## src/rtl/uart_pkg.sv

```systemverilog
// Shared UART definitions: FSM state encodings, default oversample ratio and a 2-of-3 vote.
// The PARITY encoding exists only when UART_PARITY_EN is defined.
package uart_pkg;

  localparam int RX_OVERSAMPLE_DEF = 16;

  localparam logic [2:0] ST_IDLE      = 3'd0;
  localparam logic [2:0] ST_START     = 3'd1;
  localparam logic [2:0] ST_DATA      = 3'd2;
`ifdef UART_PARITY_EN
  localparam logic [2:0] ST_PARITY    = 3'd3;
`endif
  localparam logic [2:0] ST_STOP      = 3'd4;
  localparam logic [2:0] ST_WAIT_HIGH = 3'd5;

  function automatic logic maj3(input logic a, input logic b, input logic c);
    return (a & b) | (a & c) | (b & c);
  endfunction

endpackage

```

## src/rtl/uart_rx_majority3.sv

```systemverilog
// Two-flop synchronizer for the serial line plus a 3-sample majority voter.
// The third sample is the live synchronized line, so the vote is ready on the third sample tick.
module uart_rx_majority3
  import uart_pkg::*;
(
  input  logic clk,
  input  logic reset_n,
  input  logic i_Rx_Data,
  input  logic i_Samp0_En,
  input  logic i_Samp1_En,
  output logic o_Rx_Line,
  output logic o_Vote
);

  logic r_sync1;
  logic r_sync2;
  logic r_samp0;
  logic r_samp1;

  // Idle-high reset keeps the FSM from seeing a false start edge after reset.
  always_ff @(posedge clk or negedge reset_n) begin
    if (!reset_n) begin
      r_sync1 <= 1'b1;
      r_sync2 <= 1'b1;
    end else begin
      r_sync1 <= i_Rx_Data;
      r_sync2 <= r_sync1;
    end
  end

  always_ff @(posedge clk or negedge reset_n) begin
    if (!reset_n) begin
      r_samp0 <= 1'b1;
      r_samp1 <= 1'b1;
    end else begin
      if (i_Samp0_En) r_samp0 <= r_sync2;
      if (i_Samp1_En) r_samp1 <= r_sync2;
    end
  end

  assign o_Rx_Line = r_sync2;
  assign o_Vote    = maj3(r_samp0, r_samp1, r_sync2);

endmodule

```

## src/rtl/uart_rx_deframer.sv

```systemverilog
// UART receive deframer: oversampled start/data/stop recovery with majority voting.
// Optional parity bit enabled by macro UART_PARITY_EN (adds o_Rx_Parity_Err).
module uart_rx_deframer
  import uart_pkg::*;
#(
  parameter int RX_OVERSAMPLE = RX_OVERSAMPLE_DEF,
  parameter int PARITY_ODD    = 0
) (
  input  logic       clk,
  input  logic       reset_n,
  input  logic       i_Rx_Tick,
  input  logic       i_Rx_Data,
  output logic       o_Rx_Done,
  output logic [7:0] o_Rx_Byte,
  output logic       o_Rx_Framing_Err,
  output logic       o_Rx_Busy
`ifdef UART_PARITY_EN
  ,
  output logic       o_Rx_Parity_Err
`endif
);

  if ((RX_OVERSAMPLE % 2) != 0 || RX_OVERSAMPLE < 8 || RX_OVERSAMPLE > 64 ||
      (PARITY_ODD != 0 && PARITY_ODD != 1)) begin : g_bad_param
    $error("uart_rx_deframer: illegal RX_OVERSAMPLE or PARITY_ODD");
  end

  localparam logic [5:0] C_LAST = 6'(RX_OVERSAMPLE - 1);
  localparam logic [5:0] C_S0   = 6'(RX_OVERSAMPLE / 2 - 1);
  localparam logic [5:0] C_S1   = 6'(RX_OVERSAMPLE / 2);
  localparam logic [5:0] C_S2   = 6'(RX_OVERSAMPLE / 2 + 1);

  logic [2:0] r_state;
  logic [5:0] r_tick_cnt;
  logic [2:0] r_bit_cnt;
  logic [7:0] r_shift;
  logic       r_done;
  logic [7:0] r_byte;
  logic       r_framing_err;

  logic       w_line;
  logic       w_vote;
  logic       w_samp0_en;
  logic       w_samp1_en;
  logic       w_tick_last;
  logic       w_decide;
  logic [5:0] w_tick_next;

  assign w_samp0_en  = i_Rx_Tick && (r_tick_cnt == C_S0);
  assign w_samp1_en  = i_Rx_Tick && (r_tick_cnt == C_S1);
  assign w_tick_last = (r_tick_cnt == C_LAST);
  assign w_decide    = (r_tick_cnt == C_S2);
  assign w_tick_next = w_tick_last ? 6'd0 : r_tick_cnt + 6'd1;

  uart_rx_majority3 u_majority3 (
    .clk        (clk),
    .reset_n    (reset_n),
    .i_Rx_Data  (i_Rx_Data),
    .i_Samp0_En (w_samp0_en),
    .i_Samp1_En (w_samp1_en),
    .o_Rx_Line  (w_line),
    .o_Vote     (w_vote)
  );

`ifdef UART_PARITY_EN
  logic r_par_bit;
  logic r_parity_err;
`endif

  always_ff @(posedge clk or negedge reset_n) begin
    if (!reset_n) begin
      r_state       <= ST_IDLE;
      r_tick_cnt    <= 6'd0;
      r_bit_cnt     <= 3'd0;
      r_shift       <= 8'h00;
      r_done        <= 1'b0;
      r_byte        <= 8'h00;
      r_framing_err <= 1'b0;
`ifdef UART_PARITY_EN
      r_par_bit     <= 1'b0;
      r_parity_err  <= 1'b0;
`endif
    end else begin
      r_done <= 1'b0;
      if (i_Rx_Tick) begin
        case (r_state)
          ST_IDLE: begin
            if (!w_line) begin
              r_state    <= ST_START;
              r_tick_cnt <= 6'd0;
            end
          end
          ST_START: begin
            r_tick_cnt <= w_tick_next;
            // A start bit that votes high was a glitch; drop back and rearm.
            if (w_decide && w_vote) begin
              r_state    <= ST_IDLE;
              r_tick_cnt <= 6'd0;
            end else if (w_tick_last) begin
              r_state   <= ST_DATA;
              r_bit_cnt <= 3'd0;
            end
          end
          ST_DATA: begin
            r_tick_cnt <= w_tick_next;
            if (w_decide) r_shift <= {w_vote, r_shift[7:1]};
            if (w_tick_last) begin
              if (r_bit_cnt == 3'd7) begin
`ifdef UART_PARITY_EN
                r_state <= ST_PARITY;
`else
                r_state <= ST_STOP;
`endif
              end else begin
                r_bit_cnt <= r_bit_cnt + 3'd1;
              end
            end
          end
`ifdef UART_PARITY_EN
          ST_PARITY: begin
            r_tick_cnt <= w_tick_next;
            if (w_decide) r_par_bit <= w_vote;
            if (w_tick_last) r_state <= ST_STOP;
          end
`endif
          ST_STOP: begin
            r_tick_cnt <= w_tick_next;
            // Decide mid-bit so the rest of the stop bit is spent in IDLE watching for the next start.
            if (w_decide) begin
              r_done        <= 1'b1;
              r_byte        <= r_shift;
              r_framing_err <= ~w_vote;
`ifdef UART_PARITY_EN
              r_parity_err  <= (^r_shift) ^ r_par_bit ^ 1'(PARITY_ODD);
`endif
              r_tick_cnt    <= 6'd0;
              r_state       <= w_vote ? ST_IDLE : ST_WAIT_HIGH;
            end
          end
          ST_WAIT_HIGH: begin
            if (w_line) r_state <= ST_IDLE;
          end
          default: begin
            r_state    <= ST_IDLE;
            r_tick_cnt <= 6'd0;
          end
        endcase
      end
    end
  end

  assign o_Rx_Done        = r_done;
  assign o_Rx_Byte        = r_byte;
  assign o_Rx_Framing_Err = r_framing_err;
  assign o_Rx_Busy        = (r_state != ST_IDLE);
`ifdef UART_PARITY_EN
  assign o_Rx_Parity_Err  = r_parity_err;
`endif

endmodule

```

## config.mk

```make
export PLATFORM = sky130hd
export DESIGN_NAME = uart_rx_deframer
export DESIGN_NICKNAME = d
export VERILOG_FILES = /design/src/rtl/uart_pkg.sv /design/src/rtl/uart_rx_majority3.sv /design/src/rtl/uart_rx_deframer.sv
export SDC_FILE = /design/constraint.sdc
export NUM_CORES = 1
export LEC_CHECK = 0
export ABC_AREA = 1
export BUFFER_PORTS_ARGS = -buffer_cell sky130_fd_sc_hd__buf_2
export CAP_MARGIN = 20
export CELL_PAD_IN_SITES_DETAIL_PLACEMENT = 0
export CELL_PAD_IN_SITES_GLOBAL_PLACEMENT = 1
export CORE_MARGIN = 2
export CORE_UTILIZATION = 44
export CTS_CLUSTER_DIAMETER = 60
export CTS_CLUSTER_SIZE = 40
export DETAILED_ROUTE_END_ITERATION = 12
export PLACE_DENSITY = 0.87
export SKIP_LAST_GASP = 1
export SYNTH_ARGS = -nofsm -noshare
export SYNTH_HDL_FRONTEND = slang
export SYNTH_SLANG_ARGS = --single-unit
```

## constraint.sdc

```tcl
create_clock -name clk -period 1.77 [get_ports clk]
set_clock_uncertainty 0.15 [all_clocks]
set_input_delay 0.0885 -clock clk [delete_from_list [all_inputs] [get_ports clk]]
set_output_delay 0.0885 -clock clk [all_outputs]
set_load 0.02 [all_outputs]
```

## Yosys cells after proc, flatten, opt, wreduce, memory -nomap -nowiden

Index checks and enable logic that the tools add are counted.

| storage, ports and cells | value |
|---|---|
| logic and storage cells | 71 |
| input port bits | 4 |
| flip-flop bits (word level) | 34 |
| output and inout port bits | 11 |

| cells by class | value |
|---|---|
| eq/ne operators | 18 |
| muxes and demuxes | 22 |
| reductions and logical operators | 11 |
| bitwise gates (word level) | 7 |
| $add $sub $neg | 2 |

Operators with widths:

| cell | count |
|---|---|
| two-way mux 3 bit | 12 |
| case mux 6 bit (5 select lines) | 1 |
| two-way mux 6 bit | 4 |
| equality test 6 x 4 -> 1 bit (second input constant) | 3 |
| case mux 3 bit (5 select lines) | 1 |
| != test 2 bit (second input constant) | 7 |
| equality test 3 bit (second input constant) | 3 |
| AND reduction 3 bit | 3 |
| AND reduction 7 bit | 1 |
| adder 6 x 1 -> 6 bit (second input constant) | 1 |
| equality test 6 x 3 -> 1 bit (second input constant) | 1 |
| case mux 3 bit (2 select lines) | 1 |
| AND reduction 6 bit | 1 |
| adder 3 x 1 -> 3 bit (second input constant) | 1 |
| AND 1 bit | 3 |
| equality test 3 x 1 -> 1 bit (second input constant) | 1 |
| equality test 3 x 2 -> 1 bit (second input constant) | 1 |
| logical AND 1 bit | 3 |
| logical NOT 3 bit | 1 |
| two-way mux 1 bit | 3 |
| != test 3 bit (second input constant) | 1 |
| nonzero test 3 bit | 1 |
| != test 2 x 1 -> 1 bit (second input constant) | 1 |
| inverter 1 bit | 2 |
| other kinds (2) | 3 |

## Depth between registers and ports, before layout

| depth | value |
|---|---|
| depth after elaboration | 6 |
| depth in mapped cells | 10 |
| depth with buffers taken out | 10 |

## Modules after synthesis

From an unflattened synthesis, not the netlist that was laid out.

| unflattened totals | value |
|---|---|
| cell total of the unflattened synthesis | 203 |
| area total of the unflattened synthesis | 1,781.7 um^2 |

By module, submodules not included:

| module | cells each | area an instance (um^2) | instances |
|---|---|---|---|
| uart_rx_deframer | 189 | 1,622.8 | 1 |
| uart_rx_majority3 | 14 | 158.9 | 1 |

## Worst setup path after synthesis

OpenSTA, ideal clock, no wires.

| path | value |
|---|---|
| kind | register to register |
| start | register r_tick_cnt[0] |
| end | register r_state[1] |
| cell stages (with the launch flop) | 9 |
| setup slack | 258 ps |
| required time | 1,503 ps |
| arrival time | 1,245 ps |
| cells stage by stage | dfrtp_1 > ha_1 > nand3_1 > nor2_2 > nor2_1 > nor2_2 > nand3_1 > nand2_1 > nand2_1 |

| on the way | value |
|---|---|
| cells in the longest elaborated chain, start to end | 4 |

RTL lines:

| what | line | text |
|---|---|---|
| start: declaration | uart_rx_deframer.sv:34 | `logic [5:0] r_tick_cnt;` |
| start signal: assignment | uart_rx_deframer.sv:94 | `r_tick_cnt <= w_tick_next;` |
| start signal: assignment | uart_rx_deframer.sv:105 | `r_tick_cnt <= w_tick_next;` |
| start signal: assignment | uart_rx_deframer.sv:127 | `r_tick_cnt <= w_tick_next;` |
| equality test 6 x 4 -> 1 bit | uart_rx_deframer.sv:52 | `assign w_decide = (r_tick_cnt == C_S2);` |
| logical AND 1 bit | uart_rx_deframer.sv:96 | `if (w_decide && w_vote) begin` |
| != test 3 bit (no source line) / two-way mux 3 bit (equally long branches) | n/a |  |
| AND reduction 7 bit (no source line) / case mux 3 bit (5 select lines) (equally long branches) | n/a |  |
| end signal: assignment | uart_rx_deframer.sv:137 | `r_state <= w_vote ? ST_IDLE : ST_WAIT_HIGH;` |
| end: declaration | uart_rx_deframer.sv:33 | `logic [2:0] r_state;` |

Several ways; a longest one is shown, not always the timed one.
A chain may end at the register's enable or synchronous reset.

## Final worst setup path

| path | value |
|---|---|
| start | register r_tick_cnt[0] |
| end | register r_tick_cnt[2] |

| on the way | value |
|---|---|
| cells in the longest elaborated chain, start to end | 4 |

RTL lines:

| what | line | text |
|---|---|---|
| adder 6 x 1 -> 6 bit (tied with other cells) | uart_rx_deframer.sv:53 | `assign w_tick_next = w_tick_last ? 6'd0 : r_tick_cnt + 6'd1;` |
| two-way mux 6 bit / logical AND 1 bit (equally long branches) | uart_rx_deframer.sv:53, uart_rx_deframer.sv:96 |  |
| two-way mux 6 bit (on tied branches) | uart_rx_deframer.sv:129, uart_rx_deframer.sv:96 |  |
| case mux 6 bit (5 select lines) (*) | uart_rx_deframer.sv:86 | `case (r_state)` |

Mark *: on every way between the ends. The rest lies on a longest branch, timed or not.

==> results by group <==
Worst hold path
  – Worst Hold Class: in -> reg

Logic synthesis
  – Post-Syn Area per Cell: approximately 8.3 sq um
  – Synth warnings: 0
  – Post-synthesis sequential area ratio: 48.34%
  – Syn Nets: 222
  – Area contributors post-synth: dfrtp_1, nand2_1, o21ai_2, dfstp_2, inv_1
  – Post-synth cell types: 22
  – Yosys top cell by area: dfrtp_1
  – Main flop type after synthesis: dfrtp_1
  – Seq cells post-synth: 34
  – Synthesized area: about 1800 sq um
  – Most common cell in the netlist: nand2_1
  – Synthesized netlist cell count: about 210
  – FFs w/ async S/R, synth: 100.0%
  – Post-synth top area share: roughly 42%
  – Post-synth EDFFs: 0
  – Synth cell count leaders: nand2_1, dfrtp_1, inv_1

Critical path
  – CP Capture Type: flop
  – Crit path DAT: 1710 ps
  – Crit Path Max Fanout: 5
  – Crit path launch type: flop
  – Crit path required time: 1800 ps
  – R2R Setup Slk: 90 ps
  – WS Path Type: reg -> reg

Clock network
  – Clk buf depth: 2
  – Clock transition at path regs: around 70 ps
  – Total clock sinks: 34
  – CTS tree: done
  – Worst skew pair latency: approximately 290 ps
  – H-tree Lvls: 2
  – Root Buffer: clkbuf_8
  – Num CTS Buffers: 5

Finish
  – Final #Nets: roughly 250
  – Area grow syn2layout: 16.11%
  – Ratio of cells with drive above 1 in the final layout: 29.11%
  – Ant diodes: 0
  – Final Non-Filler Cells: approximately 290

Die
  – Core area: between 3000 and 4000 sq um
  – Initial Util: between 40% and 50%
  – Die area: 4547 sq um
  – Die height: 67.43 um
  – Num ports: 15
  – DIE WIDTH: between 60 and 70 um
  – Rows: 23

Placement
  – Placed insts: about 280
  – Final GP Congestion: 0.8191
  – HPWL Detailed: between 2000 and 2500 um
  – Port Buffers: 14

STA
  – Final setup vio count: 0
  – Tcrit/Tclk final: between 90% and 100%
  – Slew HR: between 40% and 50%
  – Slew @ Worst Pin: roughly 770 ps
  – Slew Viols, Final: 0
  – Setup TNS: 0 ps
  – Final worst path period need: about 1700 ps
  – Max Fclk: around 600 MHz
  – Hold violation total from the final report: 0

Pwr
  – Largest vdd supply drop: roughly 0.5 mV
  – Sequential fraction of design power: about 48%
  – Switching share of total power: between 30 and 40%
  – Clock power share: roughly 30%
  – PD cells: 950.9 nW/um^2
  – P_sw: approximately 0.63 mW
  – Comb pwr share: approximately 22%
  – Cell internal pwr: about 1.3 mW
  – Lkg Pwr: between 1 and 1.5 nW

Global route
  – Initial antenna violation count: 0
  – Largest net degree at the start of global routing: 35
  – GR Util All Layers: about 17%
  – First-pass GRT wire length: ~5700 um
  – Grt total ovfl: 0
  – Vias in the first global route: between 1000 and 1500

Flow run
  – Max-cap viol count: 0

Drt
  – Average wire per standard cell: 12.07 um
  – Vias: about 1400
  – Vias per std cell: 4.847
  – Drt total wl: around 3500 um
  – DRC violation count after routing: 0
  – First-pass detailed-route iteration total: 4
  – Final ANT Viol Nets: 0
  – DRT iter0 DRCs: 86

Outcome
  – Status: finished, final reports clean
[power groups by stage]
stage / Combinational [mW] / Sequential [mW] / Clock (mW)
final: 0.431 / 0.931 / 0.593
after global routing: 0.504 / 0.944 / 0.630
after CTS: 0.374 / 0.912 / 0.609
after detailed placement: 0.370 / 0.926 / 0
after global placement: 0.368 / 0.924 / 0
after floorplan: 0.279 / 0.909 / 0
[routing by layer]
metal	GRT usage [%]	routed length, um	vias up
met5	0	0	-
met4	7.653	76	0
met3	3.500	130	8
met2	28.47	1664	25
met1	21.67	1595	632
li1	-	-	726
[layout make-up]
class                   instances  area (sq um)
multi-input cells             149         833.3
fillers                       384          1887
well taps                      50         62.56
inverters                      28         105.1
flip-flops and latches         34         858.3
clock inverters                 1         5.005
clock buffers                   7         86.33
repair buffers                 18         105.1
[kinds of logic after synthesis]
| kind of cell | synth area share [%] |
|---|---|
| AND/OR/NAND/NOR | 28.76 |
| flip-flops | 48.34 |
| AO/OA/AOI/OAI | 12.16 |
| buffers and inverters | 7.208 |
| adder cells (fa/ha/maj) | 3.534 |
[through the flow]
stage	cell area, sq um	utilization, %	power [mW]	worst slack [ps]	hold slack [ps]
final	2056	52.14	1.955	89.43	82.00
after detailed placement	1881	47.70	1.295	9.031	48.28
after global placement	1881	47.70	1.291	35.39	44.74
after floorplan	1770	-	1.188	257.8	-357.1
after global routing	2056	52.14	2.078	-14.64	142.1
after CTS	1992	50.52	1.895	9.747	85.40
[what timing repair did]
item	in CTS	in global routing
resized for setup	0	15
setup endpoints to repair	0	19
hold buffers	2	0
buffers inserted	0	2
hold endpoints to repair	31	0
[sequential cells by signal, summed over array words and instances, names as in the netlist]
signal / flops
o_Rx_Byte: 8
o_Rx_Done: 1
o_Rx_Framing_Err: 1
r_bit_cnt: 3
r_shift: 8
r_state: 3
r_tick_cnt: 6
u_majority3.o_Rx_Line: 1
u_majority3.r_samp0: 1
u_majority3.r_samp1: 1
u_majority3.r_sync1: 1
[cell usage in the layout (no fill, tap or decap), types with 2 or more instances in the layout]
| master | instances |
|---|---|
| inv_1 | 24 |
| buf_4 | 2 |
| o21ai_2 | 16 |
| nor2_2 | 3 |
| o21ai_1 | 4 |
| dlygate4sd3_1 | 2 |
| nand2_2 | 3 |
| clkbuf_8 | 6 |
| ha_1 | 3 |
| nand3_2 | 4 |
| a21oi_2 | 2 |
| dfrtp_2 | 2 |
| nand4_1 | 4 |
| dfstp_2 | 4 |
| nand3_1 | 15 |
| nor2_1 | 15 |
| inv_2 | 4 |
| dfrtp_1 | 28 |
| nor2_4 | 3 |
| o21ai_0 | 6 |
| nand2_1 | 64 |
| buf_2 | 14 |
| nand2_4 | 2 |
[critical path, stage by stage (launching register included)]
cell and delay (ps):
dfrtp_2 420, buf_4 130, ha_2 190, nand3_1 80
nor2_1 90, nand2_1 100, nand2_2 100, nand3_2 110
nor2_4 150, nor2_1 50
[path summary, 6_finish.rpt]
check,cells past startpoint,end,startpoint
setup reg to reg,9,r_tick_cnt[2],r_tick_cnt[0]
max in group asynchronous,2,r_tick_cnt[1],reset_n
min in group asynchronous,2,r_tick_cnt[3],reset_n
hold / removal,5,r_state[0],i_Rx_Tick
setup / recovery,9,r_tick_cnt[2],r_tick_cnt[0]
hold reg to reg,0,u_majority3.o_Rx_Line,u_majority3.r_sync1
(Power assumes the default switching activity.)
